**src/rtl/reg_serial_tx_pkg.sv**
```systemverilog
`default_nettype none
// +---------------------------------------------------------------------------+
// | Module   : reg_serial_tx_pkg                                              |
// | Brief    : Shared state encoding, defaults and helpers for reg_serial_tx. |
// | Revision : 1.0                                                            |
// +---------------------------------------------------------------------------+
package reg_serial_tx_pkg;

  typedef enum logic [1:0] {
    ST_IDLE  = 2'd0,
    ST_SHIFT = 2'd1,
    ST_DONE  = 2'd2
  } state_t;

  localparam int DEFAULT_WIDTH = 32;
  localparam int DEFAULT_DIV   = 1;

  // Counter width for a modulus of n, never narrower than one bit.
  function automatic int cnt_width(input int n);
    return (n > 1) ? $clog2(n) : 1;
  endfunction

endpackage
`default_nettype wire

```
**src/rtl/reg_serial_bit_timer.sv**
```systemverilog
`default_nettype none
// +---------------------------------------------------------------------------+
// | Module   : reg_serial_bit_timer                                           |
// | Brief    : Per-bit divide counter; yields bit strobe and advance pulse.   |
// | Revision : 1.0                                                            |
// +---------------------------------------------------------------------------+
module reg_serial_bit_timer
  import reg_serial_tx_pkg::*;
#(
  parameter int DIV = DEFAULT_DIV
) (
  input  logic clk,
  input  logic clr_n,
  input  logic start_i,
  input  logic abort_i,
  input  logic run_i,
  input  logic last_bit_i,
  output logic bit_adv_o,
  output logic bit_strobe_o
);

  localparam int DCW = cnt_width(DIV);

  logic [DCW-1:0] div_cnt_q;
  logic [DCW-1:0] div_cnt_d;
  logic           bit_strobe_q;
  logic           bit_strobe_d;

  assign bit_adv_o    = run_i & (div_cnt_q == DCW'(DIV - 1));
  assign bit_strobe_o = bit_strobe_q;

  always_comb begin
    div_cnt_d = div_cnt_q;
    if (start_i || abort_i) begin
      div_cnt_d = '0;
    end else if (run_i) begin
      div_cnt_d = bit_adv_o ? '0 : div_cnt_q + DCW'(1);
    end
    // Strobe marks the first cycle of each bit, none after the final bit.
    bit_strobe_d = start_i | (bit_adv_o & ~last_bit_i & ~abort_i);
  end

  always_ff @(posedge clk or negedge clr_n) begin
    if (!clr_n) begin
      div_cnt_q    <= '0;
      bit_strobe_q <= 1'b0;
    end else begin
      div_cnt_q    <= div_cnt_d;
      bit_strobe_q <= bit_strobe_d;
    end
  end

endmodule
`default_nettype wire

```
**src/rtl/reg_serial_tx.sv**
```systemverilog
`default_nettype none
// +---------------------------------------------------------------------------+
// | Module   : reg_serial_tx                                                  |
// | Brief    : Parallel-in, serial-out word transmitter with handshake.       |
// | Revision : 1.0                                                            |
// +---------------------------------------------------------------------------+
module reg_serial_tx
  import reg_serial_tx_pkg::*;
#(
  parameter int WIDTH     = DEFAULT_WIDTH,
  parameter int DIV       = DEFAULT_DIV,
  parameter bit LSB_FIRST = 1'b1
) (
  input  logic             clk,
  input  logic             clr_n,
  input  logic [WIDTH-1:0] write_data,
  input  logic             write_valid,
  output logic             write_ready,
  input  logic             abort,
  output logic             serial_out,
  output logic             bit_strobe,
  output logic             busy,
  output logic             done
);

  localparam int BCW = cnt_width(WIDTH);

  state_t           state_q;
  logic [WIDTH-1:0] shift_q;
  logic [BCW-1:0]   bit_cnt_q;
  logic             serial_q;
  logic             done_q;

  logic             accept;
  logic             bit_adv;
  logic             last_bit;
  logic             first_bit;
  logic             next_bit;
  logic [WIDTH-1:0] load_val;
  logic [WIDTH-1:0] shift_nx;

  assign write_ready = (state_q == ST_IDLE) || (state_q == ST_DONE);
  assign busy        = (state_q == ST_SHIFT);
  assign accept      = write_valid & write_ready;
  assign last_bit    = (bit_cnt_q == BCW'(WIDTH - 1));
  assign serial_out  = serial_q;
  assign done        = done_q;

  // shift_q holds only the bits not yet presented on serial_out.
  generate
    if (LSB_FIRST) begin : g_lsb_first
      assign first_bit = write_data[0];
      assign load_val  = {1'b0, write_data[WIDTH-1:1]};
      assign next_bit  = shift_q[0];
      assign shift_nx  = {1'b0, shift_q[WIDTH-1:1]};
    end else begin : g_msb_first
      assign first_bit = write_data[WIDTH-1];
      assign load_val  = {write_data[WIDTH-2:0], 1'b0};
      assign next_bit  = shift_q[WIDTH-1];
      assign shift_nx  = {shift_q[WIDTH-2:0], 1'b0};
    end
  endgenerate

  reg_serial_bit_timer #(
    .DIV (DIV)
  ) u_timer (
    .clk          (clk),
    .clr_n        (clr_n),
    .start_i      (accept),
    .abort_i      (abort),
    .run_i        (busy),
    .last_bit_i   (last_bit),
    .bit_adv_o    (bit_adv),
    .bit_strobe_o (bit_strobe)
  );

  always_ff @(posedge clk or negedge clr_n) begin
    if (!clr_n) begin
      state_q   <= ST_IDLE;
      shift_q   <= '0;
      bit_cnt_q <= '0;
      serial_q  <= 1'b0;
      done_q    <= 1'b0;
    end else begin
      done_q <= 1'b0;
      case (state_q)
        ST_IDLE, ST_DONE: begin
          if (accept) begin
            state_q   <= ST_SHIFT;
            shift_q   <= load_val;
            bit_cnt_q <= '0;
            serial_q  <= first_bit;
          end else begin
            state_q  <= ST_IDLE;
            serial_q <= 1'b0;
          end
        end
        ST_SHIFT: begin
          // Abort outranks the final-bit move to DONE.
          if (abort) begin
            state_q   <= ST_IDLE;
            bit_cnt_q <= '0;
            serial_q  <= 1'b0;
          end else if (bit_adv) begin
            if (last_bit) begin
              state_q  <= ST_DONE;
              done_q   <= 1'b1;
              serial_q <= 1'b0;
            end else begin
              bit_cnt_q <= bit_cnt_q + BCW'(1);
              shift_q   <= shift_nx;
              serial_q  <= next_bit;
            end
          end
        end
        default: begin
          state_q   <= ST_IDLE;
          bit_cnt_q <= '0;
          serial_q  <= 1'b0;
        end
      endcase
    end
  end

endmodule
`default_nettype wire

```
**config.mk**
```make
export PLATFORM = sky130hd
export DESIGN_NAME = reg_serial_tx
export DESIGN_NICKNAME = d
export VERILOG_FILES = /design/src/rtl/reg_serial_tx_pkg.sv /design/src/rtl/reg_serial_bit_timer.sv /design/src/rtl/reg_serial_tx.sv
export SDC_FILE = /design/constraint.sdc
export NUM_CORES = 1
export LEC_CHECK = 0
export CAP_MARGIN = 20
export CORE_UTILIZATION = 40
export DETAILED_ROUTE_END_ITERATION = 8
export HOLD_SLACK_MARGIN = 0.12
export PLACE_DENSITY_LB_ADDON = 0.3
export SLEW_MARGIN = 20
export SYNTH_ARGS = -nofsm -noshare
export SYNTH_HDL_FRONTEND = slang
export SYNTH_SLANG_ARGS = --single-unit
```
**constraint.sdc**
```tcl
create_clock -name clk -period 1.95 [get_ports clk]
set_input_delay 0.39 -clock clk [delete_from_list [all_inputs] [get_ports clk]]
set_output_delay 0.39 -clock clk [all_outputs]
set_load 0.01 [all_outputs]
```
# Word-level counts from Yosys, hierarchy flattened
# Cells that the tools add are included.
# Widths: inputs -> output; s select.
# op_classes
addsub	2
eq_ne	10
mux	27
n_bitwise	8
reduce_logical	9
# ops
op	n
$mux 32	4
$pmux 32 s2	1
$mux 5	4
$mux 1	12
$pmux 5 s2	1
$ne 3x3->1 const B	3
$mux 2	3
$ne 2x2->1 const B	3
$add 5x1->5 const B	1
$eq 5x5->1 const B	1
$reduce_and 5->1	1
$and 1x1->1	4
$pmux 2 s2	1
$reduce_bool 2->1	2
$not 1->1	3
$reduce_and 3->1	1
$eq 2x1->1 const B	1
$eq 2x2->1 const B	1
$logic_not 2->1	1
$logic_or 1x1->1	2
$ne 2x1->1 const B	1
$pmux 1 s2	1
$reduce_and 2->1	1
$reduce_or 2->1	1
2 further kinds	2
# totals
register_bits	43
input_bits	36
output_inout_bits	5
word_cells	63

# Longest topological paths before layout
# Gate-level depths: netlist of run 1.
# depth
ltp_word	5
mapped_depth	7
mapped_depth_nobuf	6

# Modules after synthesis
# A second synthesis of run 1 with hierarchy kept.
# hier_totals
hier_cells	157
area_unflattened_um2	2270.9
# by_module_without_submodules
module	instances	cells_each	area_each_um2	seq_area_each_um2
reg_serial_tx	1	151	2185.8	1001.0
reg_serial_bit_timer	1	6	85.1	50.0

# Worst setup path before layout of run 1
# No wires, ideal clock.
# synth_timing
path_kind	reg2reg
start	reg bit_cnt_q[0]
end	reg shift_q[0]
setup_time_ns	0.125
arrival_ns	2.025
required_ns	1.825
slack_ns	-0.200
path_stages_with_launch	8
n_path_buf	1
synth_period_minus_slack_ns	2.150
cell_sequence	dfrtp_1 > ha_1 > and3_1 > ha_1 > or2_2 > o21ai_4 > buf_6 > mux2_2
# synth_via
elab_chain_len	3
# synth_lines
element	line_no	text
from (decl)	reg_serial_tx.sv:30	logic [BCW-1:0] bit_cnt_q;
from (signal assigned)	reg_serial_tx.sv:110	bit_cnt_q <= bit_cnt_q + BCW'(1);
$eq 5x5->1	reg_serial_tx.sv:45	assign last_bit = (bit_cnt_q == BCW'(WIDTH - 1));
$ne 2x2->1 (no line)	n/a	
$reduce_and 5->1 (no line)	n/a	
to (signal assigned)	reg_serial_tx.sv:90	shift_q <= load_val;
to (signal assigned)	reg_serial_tx.sv:111	shift_q <= shift_nx;
to (decl)	reg_serial_tx.sv:29	logic [WIDTH-1:0] shift_q;
# No other way between the ends.
# A chain may end at the register's enable or synchronous reset.

# Worst setup path in the final report of run 1
# layout_timing
start	reg bit_cnt_q[1]
end	reg shift_q[26]
# Same word-level chain as after synthesis.

==> results of run 1 <==
cell type report:
cell class,instances,area (sq um)
Clock buffer,8,110
Inverter,3,11.3
Fill cell,415,1970
Timing Repair Buffer,60,582
Tap cell,67,83.8
Multi-Input combinational cell,94,1010
Sequential cell,42,1050
worst paths after layout:
kind / startpoint / to / slack, ns
worst max-delay path: bit_cnt_q[1] / shift_q[26] / -0.11
worst max register to register: bit_cnt_q[1] / shift_q[26] / -0.11
worst min register to register: shift_q[18] / shift_q[18] / 0.51
min in group asynchronous: clr_n / shift_q[25] / 0.61
worst min-delay path: shift_q[18] / shift_q[18] / 0.51
max in group asynchronous: clr_n / shift_q[20] / 0.77
routing by layer:
layer,up-vias,wire length [microns]
li1,648,-
met1,680,1920
met2,32,2250
met3,9,173
met4,0,99
met5,-,0
per-stage QoR:
stage / area, sq um / utilization
final: 2850 / 0.591
after global routing: 2850 / 0.591
after CTS: 2720 / 0.565
after detailed placement: 2590 / 0.539
after global placement: 2590 / 0.539
after floorplan: 2050 / -
worst max-delay path, stage by stage, from the launching register on:
cell     delay (ns)
dfrtp_1        0.39
ha_2           0.20
and3_4         0.19
ha_4           0.15
or2_4          0.24
o21ai_4        0.23
buf_12         0.19
mux2_2         0.35
sequential cells by signal, summed over array words and instances, names as in the netlist:
register,flops
shift_q,31
bit_cnt_q,5
state_q,2
done,1
serial_out,1
u_timer.bit_strobe_o,1
u_timer.div_cnt_q,1
layout by cell type (no fill, tap or decap), drive strengths merged:
cell,instances
dlygate4sd3,1
o311ai,1
or3b,1
nor3b,1
o22ai,2
o21ai,5
clkbuf,9
nor4bb,1
dfrtp,42
mux2i,1
o22a,2
and3,1
a41oi,1
nor2,2
or2,1
clkdlybuf4s50,39
a21oi,2
nand3,1
mux2,61
a22o,2
nand2b,1
ha,2
buf,19
inv,3
nor3,2
nor2b,4
what timing repair did:
| item | 4_1_cts | 5_1_grt |
|---|---|---|
| setup buffers | 0 | 3 |
| setup endpoints to repair | 31 | 32 |
| hold buffers | 1 | 0 |
| endpoints found under the hold margin | 22 | 0 |
| gates resized for setup | 1 | 17 |
| cloned | 0 | 2 |
power groups by stage:
stage / registers, mW / clock network, mW / logic, mW
floorplan: 1.31 / 0 / 0.606
global placement: 1.34 / 0 / 0.786
detailed placement: 1.37 / 0 / 0.833
CTS: 1.36 / 0.663 / 0.839
global route: 1.41 / 0.709 / 1.05
finish: 1.37 / 0.647 / 0.969
synthesized netlist by cell type:
library cell | instances | area, sq um
a21oi_1 | 2 | 10.0
a22o_1 | 2 | 17.5
a41oi_1 | 1 | 8.76
and3_1 | 1 | 6.26
buf_2 | 4 | 20.0
buf_6 | 3 | 33.8
clkbuf_1 | 1 | 3.75
dfrtp_1 | 42 | 1050
ha_1 | 2 | 25.0
inv_1 | 3 | 11.3
mux2_1 | 4 | 45.0
mux2_2 | 57 | 642
mux2i_1 | 1 | 10.0
nand2b_1 | 1 | 6.26
nand3_1 | 1 | 5.00
nor2_1 | 2 | 7.51
nor2b_1 | 4 | 25.0
nor3_1 | 2 | 10.0
nor3b_1 | 1 | 7.51
nor4bb_1 | 1 | 10.0
o21ai_0 | 4 | 20.0
o21ai_4 | 1 | 16.3
o22a_1 | 2 | 17.5
o22ai_1 | 2 | 12.5
o311ai_0 | 1 | 8.76
or2_2 | 1 | 6.26
or3b_1 | 1 | 8.76
kinds of logic after synthesis:
kind of cell | after synthesis | synth area share
multiplexers | 62 | 0.341
flip-flops | 42 | 0.514
AO/OA/AOI/OAI | 15 | 0.0544
AND/OR/NAND/NOR | 15 | 0.0453
buffers and inverters | 11 | 0.0336
adder cells (fa/ha/maj) | 2 | 0.0122
==> metrics, run 1 <==
H-tree Lvls=2; worst-path fanout max=16; failing checks=setup timing; clock latency on the worst-skew pair=0.29 ns; CP Class=reg -> reg; CTS tree=done; Initial Util=0.425; internal power=2.20 mW; Tot Pwr=~3.0 mW; Placed Cells=260; DRC=0; register area share after synthesis=0.514; switching share of total power=0.261; global-route wire length before repair=approximately 6700 microns; Final Wtd Congestion=0.809; drt initial violations=39; Yosys cell types=27; vias in the first global route=1429; Comb power frac=0.325; Die ar.=5400 sq um; Horiz. Die Dim=73.5 microns; clock power share=0.217; final worst slack=-0.113 ns; Final Cycle Share=1.06; VDD IR max=roughly 0.49 mV; Fin. Hold Viols=0; final setup fails=30; Global Route met2 Usage=0.287; status=finished, violations left; worst r2r path cells=7; CP endpoint kind=flip-flop; FMAX=0.485 GHz; Area Overhead vs Synth=39.2%; Mapped Cells=147; Setup WS pre-CTS=-0.188 ns; hold_ws=0.511 ns; clock skew=0.00429 ns; crit path DAT=about 2.2 ns; Syn Area/Cell=13.9 sq um; PortBufs=40; Worst Path Required=2.13 ns; gr busiest metal=met2; part of the power in registers=0.458; Synth Register Bits=between 40 and 50; total congestion overflow=0; antenna violations before repair=0; hold path cells=1; CTS Buffer Depth=2; pin count of the biggest net entering global routing=32; clock slew at reported path FFs=0.08 ns; nets@finish=around 240; layout cells sized above 1=0.444; drt pass-1 iters=4; actual slew at the worst max-slew pin=0.523 ns; Vias=1369; total CTS buffers=5; PD cells=around 1000 nW/um^2; core area=between 4000 and 5000 sq um; CTS root buf=clkbuf_8; post-layout min period=between 2 and 2.5 ns; Antenna Violating Nets Remaining=0; Top Ports=41; GR Util All Layers=0.169; clock sink count=42; LEAKAGE=1.23 nW; NetSw=778 uW; Post-Syn Nets=between 150 and 200; Slew Viols, Final=0; Worst Setup Start Kind=flip-flop; number of inserted diodes=0; final wirelength=4440 microns; placed wire-length estimate=3030 microns; worst min path class=reg -> reg; met3 usage=0.0453; Layout Cells excl Fill=274; Maximum Capacitance Violations=0; DR WL/cell=16.2 microns; Synth warnings=0; RSZ-0062 raised after global routing=true; Slew HR=0.651; num rows=25; Post-Syn Area=around 2000 sq um; post-route setup TNS=-2.80 ns; met1 usage in global routing=0.197; vias per cell=5.00; Die Y=73.5 microns
(Power assumes the default switching activity.)
==> run 2, diff against run 1 <==
CAP_MARGIN = unset   (was 20)
==> results of run 2 <==
Final layout, timing and power as in run 1 (identical DEF).
==> run 3, diff against run 2 <==
CTS_BUF_LIST = sky130_fd_sc_hd__clkbuf_2   (was unset)
MAX_ROUTING_LAYER = met4   (was unset)
PLACE_DENSITY = 0.79   (was unset)
PLACE_DENSITY_LB_ADDON = unset   (was 0.3)
==> run 3 against run 2 <==
  * The run still ends with setup timing left
  * Non-clock buffer count decreased by 1
  * Combinational power fell by 13%
  * First-iteration DRC count grew 10%
  * Wire length decreased by 14%
  * Critical path depth is the same
  * Via count is 1.3% lower
  * Register-to-register slack better by 0.04 ns
  * Clock skew increased by 0.023 ns
  * Sequential cell count unchanged
  * Total power fell by 9.9%
  * Critical path type unchanged
  * Largest power group unchanged
==> metrics, run 3 (same netlist as run 1, synthesis figures left out) <==
status=finished, violations left; failing checks=setup timing; Initial Util=0.425 (unchanged); most common cell after layout, fill and taps aside=mux2_2; global-route wire length before repair=6330 microns (-5.7%); clock latency on the worst-skew pair=0.42 ns (+0.13 ns); final worst slack=-0.0737 ns (+0.0389 ns); hold_ws=0.382 ns (-0.129 ns); drt pass-1 iters=4 (unchanged); Die ar.=5400 sq um (unchanged); VDD IR max=0.695 mV (+41%); post-layout min period=2.02 ns (-0.0389 ns); pin count of the biggest net entering global routing=32 (unchanged); Die Y=73.5 microns (unchanged); Maximum Capacitance Violations=0 (unchanged); LEAKAGE=1.16 nW (-6.3%); post-route setup TNS=-1.38 ns (+1.42 ns); Vias=1351 (-1.3%); H-tree Lvls=2 (unchanged); clock skew=0.0271 ns (+0.0228 ns); CTS root buf=clkbuf_2; CP Class=reg -> reg; top flop regs=shift_q: 31 flops, bit_cnt_q: 5 flops, state_q: 2 flops; Final Wtd Congestion=0.867 (+7.2%); worst-path fanout max=31 (+15); total congestion overflow=0 (unchanged); core area=4820 sq um (unchanged); vias per cell=4.95 (-0.95%); drt initial violations=43 (+10%); nets@finish=243 (-0.41%); Top Ports=41 (unchanged); PD cells=992 nW/um^2 (-5.3%); total CTS buffers=5 (unchanged); FMAX=0.494 GHz (+1.9%); Fill cells=424 (+2.2%); Final Cycle Share=1.04 (-0.0199); DRC=0 (unchanged); max reg flops=31 (unchanged); actual slew at the worst max-slew pin=0.375 ns (-0.148 ns); final setup fails=30 (unchanged); GR Util All Layers=0.161 (-0.00705); fin area=2710 sq um (-4.9%); antenna violations before repair=0 (unchanged); Area Overhead vs Synth=32.4%; layout cells sized above 1=0.432 (-0.0124); Area after DPL=2600 sq um (+0.29%); number of inserted diodes=0 (unchanged); Slew HR=0.750 (+0.0986); Worst Path Required=2.26 ns (+0.13 ns); DR WL/cell=13.9 microns (-14%); PortBufs=40 (unchanged); placed wire-length estimate=2690 microns (-11%); Layout Utilization=0.562 (-0.0288); crit path DAT=2.33 ns (+0.09 ns); vias in the first global route=1376 (-3.7%); Fin. Hold Viols=0 (unchanged); CP endpoint kind=flip-flop; clock sink count=42 (unchanged); worst min path class=in -> async; Biggest register=shift_q; Antenna Violating Nets Remaining=0 (unchanged); final wirelength=3800 microns (-14%); CTS Buffer Depth=2 (unchanged); Horiz. Die Dim=73.5 microns (unchanged); num rows=25 (unchanged); Worst Setup Start Kind=flip-flop; clock slew at reported path FFs=0.23 ns (+0.15 ns); Slew Viols, Final=0 (unchanged); RSZ-0062 raised after global routing=true; commonest cells after routing, fill and taps aside=mux2_2, dfrtp_1, clkdlybuf4s50_1; CTS tree=done; Setup WS pre-CTS=-0.186 ns (+0.00274 ns)
-- run 3: worst paths after layout --
kind,start,end,slack (ns),cells after the start
setup reg to reg,bit_cnt_q[1],shift_q[1],-0.07,7
min in group clk,shift_q[12],shift_q[12],0.53,1
hold reg to reg,shift_q[12],shift_q[12],0.53,1
setup / recovery,bit_cnt_q[1],shift_q[1],-0.07,7
max in group asynchronous,clr_n,bit_cnt_q[2],1.03,3
hold / removal,clr_n,shift_q[20],0.38,2
-- run 3: layout make-up --
class,count,area (sq um),share of cell area
clock buffer,6,30.0,0.0111
clock inverter,2,37.5,0.0139
inverter,3,11.3,0.00416
multi-input combinational,94,941,0.347
sequential,42,1050,0.388
tap,67,83.8,0.0309
timing repair buffer,59,554,0.205
-- run 3: critical path: stages (launching register included) --
cell and delay (ns):
dfrtp_1 0.43, ha_2 0.19, and3_1 0.18, ha_2 0.17, or2_4 0.24, o21ai_4 0.14, buf_12 0.21, mux2_2 0.36
-- run 3: through the flow --
step	instances	power (mW)
final	273	2.69
after floorplan	147	1.92
after CTS	272	2.71
after global routing	273	2.86
after global placement	261	2.15
after detailed placement	261	2.19
-- run 3: routing by layer --
| metal | vias up | global-route usage | wire (microns) |
|---|---|---|---|
| met5 | - | - | 0 |
| met4 | 0 | 0.0577 | 46 |
| met3 | 7 | 0.0357 | 205 |
| met2 | 38 | 0.265 | 1920 |
| met1 | 655 | 0.196 | 1620 |
| li1 | 651 | - | - |
-- run 3: repair_timing --
item                                   CTS  global route
pin swaps                                0             0
setup buffers                            2             1
endpoints found under the hold margin   15             0
hold buffers                             1             0
setup endpoints to repair               31            31
gates cloned                             0             0
resized for setup                        2             1
-- run 3: power by group --
group / internal [mW] / total, mW / switching, mW
sequential: 1.18 / 1.33 / 0.155
combinational: 0.566 / 0.839 / 0.274
clock: 0.222 / 0.512 / 0.291
total: 1.97 / 2.69 / 0.719
